### config.mk
export PLATFORM = sky130hd
export DESIGN_NAME = lsu_axil_master
export DESIGN_NICKNAME = d
export VERILOG_FILES = /design/src/rtl/npc_bus_pkg.sv /design/src/rtl/lsu_axil_master_timeout_cnt.sv /design/src/rtl/lsu_axil_master.sv
export SDC_FILE = /design/constraint.sdc
export NUM_CORES = 1
export LEC_CHECK = 0
export CAP_MARGIN = 5
export CORE_ASPECT_RATIO = 1.2
export CORE_MARGIN = 2
export CORE_UTILIZATION = 26
export DETAILED_ROUTE_END_ITERATION = 10
export SKIP_CTS_REPAIR_TIMING = 1
export SLEW_MARGIN = 10
export SYNTH_ARGS = -nofsm -noshare
export SYNTH_HDL_FRONTEND = slang
export SYNTH_SLANG_ARGS = --single-unit
### constraint.sdc
create_clock -name clk -period 1.9 [get_ports clk]
set_clock_uncertainty 0.05 [all_clocks]
set_input_delay 0.38 -clock clk [delete_from_list [all_inputs] [get_ports clk]]
set_output_delay 0.38 -clock clk [all_outputs]
set_load 0.05 [all_outputs]
### src/rtl/npc_bus_pkg.sv
// Shared bus definitions for the core's AXI4-Lite masters: response codes, LSU master
// states, request payload and the alignment helpers used by LSU_AXIL_MISALIGN_CHK_EN.
package npc_bus_pkg;

  localparam int BUS_ADDR_W = 32;
  localparam int BUS_DATA_W = 32;
  localparam int BUS_STRB_W = BUS_DATA_W / 8;

  localparam logic [1:0] RESP_OKAY   = 2'b00;
  localparam logic [1:0] RESP_EXOKAY = 2'b01;
  localparam logic [1:0] RESP_SLVERR = 2'b10;
  localparam logic [1:0] RESP_DECERR = 2'b11;

  localparam logic [1:0] SIZE_B = 2'b00;
  localparam logic [1:0] SIZE_H = 2'b01;
  localparam logic [1:0] SIZE_W = 2'b10;

  typedef enum logic [2:0] {
    IDLE  = 3'd0,
    RD_A  = 3'd1,
    RD_D  = 3'd2,
    WR_AW = 3'd3,
    WR_B  = 3'd4,
    RSP   = 3'd5
  } lsu_axil_state_e;

  typedef struct packed {
    logic                  wen;
    logic [BUS_ADDR_W-1:0] addr;
    logic [BUS_DATA_W-1:0] wdata;
    logic [BUS_STRB_W-1:0] wmask;
  } lsu_req_t;

  function automatic logic [2:0] strb_popcount(input logic [BUS_STRB_W-1:0] strb);
    logic [2:0] cnt;
    cnt = 3'd0;
    for (int i = 0; i < BUS_STRB_W; i++) begin
      cnt = cnt + {2'b00, strb[i]};
    end
    return cnt;
  endfunction

  // Store size is inferred from how many byte lanes the LSU enabled.
  function automatic logic [1:0] size_from_strb(input logic [BUS_STRB_W-1:0] strb);
    case (strb_popcount(strb))
      3'd0, 3'd1: return SIZE_B;
      3'd2:       return SIZE_H;
      default:    return SIZE_W;
    endcase
  endfunction

  function automatic logic is_misaligned(input logic [1:0] addr_lo, input logic [1:0] size);
    case (size)
      SIZE_H:  return addr_lo[0];
      SIZE_W:  return (addr_lo != 2'b00);
      default: return 1'b0;
    endcase
  endfunction

endpackage

### src/rtl/lsu_axil_master_timeout_cnt.sv
// Wait-state watchdog shared by the bus masters: counts enabled cycles since the last
// clear and flags the cycle in which the count would reach LIMIT (LIMIT = 0 disables).
module bus_timeout_cnt #(
  parameter int LIMIT = 255
) (
  input  logic clk,
  input  logic rst_n,
  input  logic clear,
  input  logic enable,
  output logic expire
);

  localparam int CW = (LIMIT > 1) ? $clog2(LIMIT + 1) : 1;
  localparam logic [CW-1:0] LAST = (LIMIT > 0) ? CW'(LIMIT - 1) : {CW{1'b0}};

  logic [CW-1:0] cnt_r;

  // Cycle counter, restarted on every state change of the owning master.
  always_ff @(posedge clk) begin
    if (!rst_n) begin
      cnt_r <= {CW{1'b0}};
    end else if (clear) begin
      cnt_r <= {CW{1'b0}};
    end else if (enable && (LIMIT > 0)) begin
      cnt_r <= cnt_r + CW'(1);
    end else begin
      cnt_r <= cnt_r;
    end
  end

  assign expire = (LIMIT > 0) && enable && (cnt_r == LAST);

endmodule

### src/rtl/lsu_axil_master.sv
// LSU data-side AXI4-Lite master: one load/store per transaction, one outstanding.
// Optional LSU_AXIL_MISALIGN_CHK_EN adds req_size and rejects misaligned accesses locally.
module lsu_axil_master
  import npc_bus_pkg::*;
#(
  parameter int ADDR_W  = BUS_ADDR_W,
  parameter int DATA_W  = BUS_DATA_W,
  parameter int TIMEOUT = 255
) (
  input  logic                clk,
  input  logic                rst_n,
  input  logic                req_valid,
  output logic                req_ready,
  input  logic                req_wen,
  input  logic [ADDR_W-1:0]   req_addr,
  input  logic [DATA_W-1:0]   req_wdata,
  input  logic [DATA_W/8-1:0] req_wmask,
`ifdef LSU_AXIL_MISALIGN_CHK_EN
  input  logic [1:0]          req_size,
`endif
  output logic                rsp_valid,
  input  logic                rsp_ready,
  output logic [DATA_W-1:0]   rsp_rdata,
  output logic                rsp_err,
  output logic [ADDR_W-1:0]   m_araddr,
  output logic [2:0]          m_arprot,
  output logic                m_arvalid,
  input  logic                m_arready,
  input  logic [DATA_W-1:0]   m_rdata,
  input  logic [1:0]          m_rresp,
  input  logic                m_rvalid,
  output logic                m_rready,
  output logic [ADDR_W-1:0]   m_awaddr,
  output logic [2:0]          m_awprot,
  output logic                m_awvalid,
  input  logic                m_awready,
  output logic [DATA_W-1:0]   m_wdata,
  output logic [DATA_W/8-1:0] m_wstrb,
  output logic                m_wvalid,
  input  logic                m_wready,
  input  logic [1:0]          m_bresp,
  input  logic                m_bvalid,
  output logic                m_bready
);

  lsu_axil_state_e   state_r, state_nxt_s;
  lsu_req_t          req_r, req_nxt_s;
  logic              aw_done_r, aw_done_nxt_s;
  logic              w_done_r, w_done_nxt_s;
  logic [DATA_W-1:0] rdata_r, rdata_nxt_s;
  logic              err_r, err_nxt_s;
  logic              wait_s, tmo_s, clr_s, misalign_s;

`ifdef LSU_AXIL_MISALIGN_CHK_EN
  assign misalign_s = is_misaligned(req_addr[1:0], req_wen ? size_from_strb(req_wmask) : req_size);
`else
  assign misalign_s = 1'b0;
`endif

  assign wait_s = (state_r == RD_A) || (state_r == RD_D) || (state_r == WR_AW) || (state_r == WR_B);
  assign clr_s  = (state_nxt_s != state_r);

  bus_timeout_cnt #(.LIMIT(TIMEOUT)) u_tmo (
    .clk    (clk),
    .rst_n  (rst_n),
    .clear  (clr_s),
    .enable (wait_s),
    .expire (tmo_s)
  );

  // Next-state logic; a completing handshake takes priority over a same-cycle timeout.
  always_comb begin
    state_nxt_s   = state_r;
    req_nxt_s     = req_r;
    aw_done_nxt_s = aw_done_r;
    w_done_nxt_s  = w_done_r;
    rdata_nxt_s   = rdata_r;
    err_nxt_s     = err_r;
    case (state_r)
      IDLE: begin
        if (req_valid) begin
          req_nxt_s     = '{wen: req_wen, addr: req_addr, wdata: req_wdata, wmask: req_wmask};
          aw_done_nxt_s = 1'b0;
          w_done_nxt_s  = 1'b0;
          rdata_nxt_s   = {DATA_W{1'b0}};
          err_nxt_s     = misalign_s;
          if (misalign_s) begin
            state_nxt_s = RSP;
          end else begin
            state_nxt_s = req_wen ? WR_AW : RD_A;
          end
        end else begin
          state_nxt_s = IDLE;
        end
      end
      RD_A: begin
        if (m_arready) begin
          state_nxt_s = RD_D;
        end else if (tmo_s) begin
          state_nxt_s = RSP;
          err_nxt_s   = 1'b1;
        end else begin
          state_nxt_s = RD_A;
        end
      end
      RD_D: begin
        if (m_rvalid) begin
          state_nxt_s = RSP;
          rdata_nxt_s = m_rdata;
          err_nxt_s   = (m_rresp != RESP_OKAY);
        end else if (tmo_s) begin
          state_nxt_s = RSP;
          err_nxt_s   = 1'b1;
        end else begin
          state_nxt_s = RD_D;
        end
      end
      WR_AW: begin
        aw_done_nxt_s = aw_done_r | m_awready;
        w_done_nxt_s  = w_done_r | m_wready;
        if (aw_done_nxt_s && w_done_nxt_s) begin
          state_nxt_s = WR_B;
        end else if (tmo_s) begin
          state_nxt_s = RSP;
          err_nxt_s   = 1'b1;
        end else begin
          state_nxt_s = WR_AW;
        end
      end
      WR_B: begin
        if (m_bvalid) begin
          state_nxt_s = RSP;
          err_nxt_s   = (m_bresp != RESP_OKAY);
        end else if (tmo_s) begin
          state_nxt_s = RSP;
          err_nxt_s   = 1'b1;
        end else begin
          state_nxt_s = WR_B;
        end
      end
      RSP: begin
        if (rsp_ready) begin
          state_nxt_s = IDLE;
        end else begin
          state_nxt_s = RSP;
        end
      end
      default: begin
        state_nxt_s = IDLE;
      end
    endcase
  end

  // State and registered handshake outputs, decoded from the next state.
  always_ff @(posedge clk) begin
    if (!rst_n) begin
      state_r   <= IDLE;
      req_r     <= '0;
      aw_done_r <= 1'b0;
      w_done_r  <= 1'b0;
      rdata_r   <= {DATA_W{1'b0}};
      err_r     <= 1'b0;
      req_ready <= 1'b1;
      rsp_valid <= 1'b0;
      m_arvalid <= 1'b0;
      m_rready  <= 1'b0;
      m_awvalid <= 1'b0;
      m_wvalid  <= 1'b0;
      m_bready  <= 1'b0;
    end else begin
      state_r   <= state_nxt_s;
      req_r     <= req_nxt_s;
      aw_done_r <= aw_done_nxt_s;
      w_done_r  <= w_done_nxt_s;
      rdata_r   <= rdata_nxt_s;
      err_r     <= err_nxt_s;
      req_ready <= (state_nxt_s == IDLE);
      rsp_valid <= (state_nxt_s == RSP);
      m_arvalid <= (state_nxt_s == RD_A);
      m_rready  <= (state_nxt_s == RD_D);
      m_awvalid <= (state_nxt_s == WR_AW) && !aw_done_nxt_s;
      m_wvalid  <= (state_nxt_s == WR_AW) && !w_done_nxt_s;
      m_bready  <= (state_nxt_s == WR_B);
    end
  end

  assign rsp_rdata = rdata_r;
  assign rsp_err   = err_r;
  assign m_araddr  = req_r.addr;
  assign m_awaddr  = req_r.addr;
  assign m_wdata   = req_r.wdata;
  assign m_wstrb   = req_r.wmask;
  assign m_arprot  = 3'b000;
  assign m_awprot  = 3'b000;

endmodule
Word-level counts from Yosys, hierarchy flattened
Index checks and enable logic that the tools add are counted.

Flip-flop bits (word level): 121. Bits of input ports: 114. Output and inout bits: 146. Word-level logic and storage cells: 81.

$add $sub $neg: 1. Equality and inequality tests: 16. Muxes and demuxes: 26. Bitwise operators: 3. Reductions and logical operators: 19.

Operators by type and width (count): 2-to-1 mux 32 bit (2); one-hot mux 32 bit (2 select lines) (1); 2-to-1 mux 3 bit (7); one-hot mux 3 bit (6 select lines) (1); equality test 3 x 2 -> 1 bit (second input constant) (4); equality test 3 bit (second input constant) (4); 2-to-1 mux 1 bit (10); adder 8 x 1 -> 8 bit (second input constant) (1); equality test 8 bit (second input constant) (1); != test 2 bit (second input constant) (4); equality test 3 x 1 -> 1 bit (second input constant) (2); logical NOT 3 bit (2); nonzero test 2 bit (3); one-hot mux 1 bit (5 select lines) (1); nonzero test 5 bit (1); logical AND 1 bit (4); 2-to-1 mux 2 bit (2); one-hot mux 1 bit (2 select lines) (2); AND reduction 4 bit (1); logical OR 1 bit (3); != test 3 bit (1); AND reduction 3 bit (1); logical NOT 1 bit (2); OR 1 bit (2); 3 further kinds (3).

Longest topological paths before layout
Word-level depth: 10. Depth in mapped cells: 7. Gate-level depth less buffers: 7.

Hierarchy
From an unflattened synthesis, not the netlist that was laid out.

Cells, all modules: 614. Area, all modules: 4941.0 µm².

By module, submodules not included: lsu_axil_master (instances 1, cells an instance 572, area each 4571.9 µm², seq. area each 2262.2 µm²); bus_timeout_cnt (instances 1, cells an instance 42, area each 369.1 µm², seq. area each 160.2 µm²).

Worst setup path before layout
OpenSTA, ideal clock, no wires.

Path kind: reg-to-reg. Start point: reg u_tmo.cnt_r[0]. End point: reg u_tmo.cnt_r[0]. Setup time: 0.086 ns. Data arrival time: 1.525 ns. Data required time: 1.764 ns. Slack: 0.239 ns. Cell stages (with the launch flop): 8. Buffers on the path: 0. Clock period less this slack: 1.661 ns. Cells stage by stage: dfxtp_1 > inv_1 > ha_1 > nand3_1 > o21ai_0 > a21oi_2 > a31oi_2 > a211oi_1.

Cells in the longest elaborated chain, start to end: 7. Elaborated cells on any way between the ends: 14. Those cells by class: add/sub: 1; eq/ne: 2; mux: 9; reduce/logical: 2.

RTL lines: from (decl) (line lsu_axil_master_timeout_cnt.sv:16) `logic [CW-1:0] cnt_r;`; from (signal assigned) (line lsu_axil_master_timeout_cnt.sv:21) `cnt_r <= {CW{1'b0}};`; from (signal assigned) (line lsu_axil_master_timeout_cnt.sv:23) `cnt_r <= {CW{1'b0}};`; from (signal assigned) (line lsu_axil_master_timeout_cnt.sv:25) `cnt_r <= cnt_r + CW'(1);`; equality test 8 bit (line lsu_axil_master_timeout_cnt.sv:31) `assign expire = (LIMIT > 0) && enable && (cnt_r == LAST);`; logical AND 1 bit (line lsu_axil_master_timeout_cnt.sv:31); 2-to-1 mux 1 bit (tied with other cells) (line lsu_axil_master.sv:134) `end else if (tmo_s) begin`; 2-to-1 mux 1 bit (tied with other cells) (line lsu_axil_master.sv:131) `if (m_bvalid) begin`; one-hot mux 3 bit (6 select lines) (line lsu_axil_master.sv:79) `case (state_r)`; != test 3 bit (line lsu_axil_master.sv:61) `assign clr_s = (state_nxt_s != state_r);`; OR reduction 2 bit (no source line).

Several ways; a longest one is shown, not always the timed one. A chain may end at the register's enable or synchronous reset.

Worst setup path after layout
Start point: reg state_r[1]. End point: reg u_tmo.cnt_r[4].

Cells in the longest elaborated chain, start to end: 10. Elaborated cells on any way between the ends: 21. Those cells by class: eq/ne: 6; mux: 9; reduce/logical: 6.

RTL lines: from (decl) (line lsu_axil_master.sv:46) `lsu_axil_state_e state_r, state_nxt_s;`; from (signal assigned) (line lsu_axil_master.sv:171) `state_r <= state_nxt_s;`; equality test 3 x 1 -> 1 bit / equality test 3 x 2 -> 1 bit (equally long branches) (line lsu_axil_master.sv:60, lsu_axil_master.sv:79); logical OR 1 bit (3 in a row) (line lsu_axil_master.sv:60) `assign wait_s = (state_r == RD_A) || (state_r == RD_D) || (state_r == WR_AW) || (state_r == WR_B);`; logical AND 1 bit (line lsu_axil_master_timeout_cnt.sv:31); 2-to-1 mux 1 bit (tied with other cells) (line lsu_axil_master.sv:134); 2-to-1 mux 1 bit (tied with other cells) (line lsu_axil_master.sv:131); one-hot mux 3 bit (6 select lines) (line lsu_axil_master.sv:79); != test 3 bit (line lsu_axil_master.sv:61); OR reduction 2 bit (no source line); to (signal assigned) (line lsu_axil_master_timeout_cnt.sv:23); to (signal assigned) (line lsu_axil_master_timeout_cnt.sv:25); to (signal assigned) (line lsu_axil_master_timeout_cnt.sv:27) `cnt_r <= cnt_r;`.

Several ways; a longest one is shown, not always the timed one.

==> flow_summary_export.csv <==
group,metric,value,unit
setup_path,critPathArrivalTime,2030,ps
worst_hold_path,min_from,"m_wdata[4]",
synthesis,ys_top_cells_by_area,"dfxtp_1 (50%), nand2_1 (14%), a21oi_1 (11%)",
synthesis,synthSimpleGateAreaFrac,0.228,
routing,via_per_inst,4.44,
synthesis,synth_compound_area_frac,0.159,
grt,overflow,0,
synthesis,yosysWarningCount,0,
layout,fin_nets,973,
floorplan,fp.dieW,129,microns
setup_path,cp-start-kind,"flip-flop",
clock_tree,clk_pin_slew,50,ps
setup_path,rr_worst_depth,7,
worst_hold_path,holdPathStages,2,
sta,finalMaxSlewViolations,0,
synthesis,yosysUniqueCellTypes,48,
setup_path,r2r_end,"u_tmo.cnt_r[4]",
place,placed_cell_area,7430,sq um
clock_tree,h-tree-depth,4,
worst_hold_path,hold_class,"flip-flop to flip-flop",
synthesis,synth_adder_area_share,0.00513,
synthesis,synth_top_area_frac,0.497,
sta,post-route-period-util,0.943,
floorplan,die_height,154,microns
grt,grt_pass1_wl,24.5,mm
synthesis,muxShareOfSynthArea,0,
setup_path,endpoint_kind,"flip-flop",
sta,fin_ws,108,ps
routing,vias,4977,
sta,slew_headroom,0.660,
layout,antenna_cells,0,
sta,fmax,558,MHz
clock_tree,cts.path.max_buffers,2,
clock_tree,cts_buffers,17,
synthesis,ys.flop_type,"dfxtp_1",
synthesis,async_reset_ff_frac,0,
sta,fin_hold_ws,402,ps
setup_path,rrSetupSlack,110,ps
clock_tree,root_buffer,"clkbuf_16",
clock_tree,clk_latency,400,ps
setup_path,required,2140,ps
floorplan,coreArea,18300,sq um
power,p_per_area,1070,nW/um^2
routing,wl,15.9,mm
grt,grt_max_degree,64,
floorplan,initial_core_util,0.266,
synthesis,synth_area_per_cell,8.06,sq um
setup_path,criticalPathCategory,"flip-flop to flip-flop",
routing,wl_per_cell,14.1,microns
synthesis,yosys.area.top_type,"dfxtp_1",
sta,min_period,1790,ps
place,place.gp.congestion,0.824,
place,hpwl,11.5,mm
layout,postLayoutCellArea,8040,sq um
layout,stdcell_count,1121,
sta,setup_violations,0,
synthesis,syn-cell-area,4870,sq um
power,total_leakage_power,0.00334,uW
floorplan,row_count,54,
sta,finalSetupTns,0,ps
sta,hold_viol,0,
synthesis,synthXorXnorAreaFrac,0.0126,
worst_hold_path,worstHoldEndpoint,"m_wdata[4]",
place,place_ws,-189,ps
sta,rsz0062_at_grt,"true",
place,dp_cells,1087,
floorplan,die_area,19900,sq um
routing,drt_iter0_drc,97,
synthesis,synth_top_family_by_area,"simple AND/OR/NAND/NOR gates",
routing,drc,0,
routing,ant_nets,0,
sta,worst_slew_pin_slew,509,ps
grt,grt_use_total,0.158,
grt,grt_pass1_vias,4783,
layout,drive_gt1_frac,0.268,
run,drv_cap,0,
setup_path,critPathMaxFanout,8,
synthesis,yosysMostFrequentCell,"nand2_1",
synthesis,synth_edf_count,0,
routing,dr.pass1.iters,5,
layout,area_delta_synth_final,65.0,%
setup_path,r2r_start,"state_r[1]",
clock_tree,clock-sinks,121,
synthesis,syn_inst,605,
run_status,status,"complete, no violations",
floorplan,io_pins,260,
power,ir_worst_vdd,530,uV
grt,grt_antenna_before_repair,0,
synthesis,ys_ff_latch,121,
place,port_buffers,253,
synthesis,synthTopCellsByCount,"nand2_1 (180), dfxtp_1 (121), a21oi_1 (106)",
synthesis,yosysSeqAreaShare,0.497,
clock_tree,tritoncts,"yes",
[worst max-delay path, stage by stage (launching register included)]
cell	delay [ps]
dfxtp_2	370
buf_4	180
nor4b_2	340
buf_4	210
nor2_1	60
a31oi_2	190
buf_4	190
a211oi_1	80
[final cells by class]
type,instances,area [sq um]
sequential,121,2420
tap,252,315
clock inverter,11,103
inverter,6,23.8
clock buffer,20,437
fill,1894,10300
timing repair buffer,304,2690
multi-input combinational,407,2050
[power breakdown]
group / switching, uW / internal (uW) / total, uW
clock network: 1150 / 1790 / 2940
registers: 143 / 2750 / 2890
logic: 1790 / 1010 / 2800
[worst max-delay path by stage]
stage	endpoint	from	depth (start not counted)	slack, ps
CTS	u_tmo.cnt_r[7]	state_r[1]	5	-110
detailed placement	u_tmo.cnt_r[7]	req_valid	7	-190
floorplan	u_tmo.cnt_r[0]	u_tmo.cnt_r[0]	7	240
finish	u_tmo.cnt_r[4]	state_r[1]	7	110
global route	rsp_rdata[11]	state_r[0]	7	-10
global placement	u_tmo.cnt_r[6]	req_valid	7	-160
[sequential cells by signal, summed over array words and instances, names as in the netlist]
signal	cells
state_r	3
m_bready	1
m_rready	1
rsp_err	1
rsp_rdata	32
rsp_valid	1
m_araddr	32
w_done_r	1
m_arvalid	1
u_tmo.cnt_r	8
m_wvalid	1
aw_done_r	1
m_wdata	32
req_ready	1
m_awvalid	1
m_wstrb	4
[cells by family after synthesis]
family,after synthesis
simple gates,255
flops,121
fa+ha+maj,2
buf+inv,82
compound gates,137
other cells,1
xor+xnor,7
[layout by cell type (no fill, tap or decap), types with 6 or more instances in the layout]
cell type / count
nor2_1: 13
clkdlybuf4s50_1: 113
nand3_1: 36
conb_1: 6
buf_12: 8
nand2_1: 179
clkbuf_16: 17
xnor2_1: 6
a21oi_1: 105
buf_4: 178
a211oi_1: 8
dfxtp_1: 119
[metrics by stage]
| step | util | power [uW] |
|---|---|---|
| after floorplan | - | 4670 |
| after global placement | 0.406 | 5750 |
| after detailed placement | 0.406 | 5760 |
| after CTS | 0.435 | 8770 |
| after global routing | 0.439 | 9080 |
| final | 0.439 | 8630 |
[metal layers]
| layer | part of all wire | routed length (microns) | global-route usage | up-vias |
|---|---|---|---|---|
| met5 | 0 | 0 | 0 | - |
| met2 | 0.51 | 8020 | 0.287 | 180 |
| met3 | 0.067 | 1060 | 0.0477 | 21 |
| li1 | - | - | - | 2490 |
| met4 | 0.021 | 340 | 0.0564 | 0 |
| met1 | 0.41 | 6440 | 0.171 | 2286 |
No activity file was read; power rests on OpenSTA's default activity.
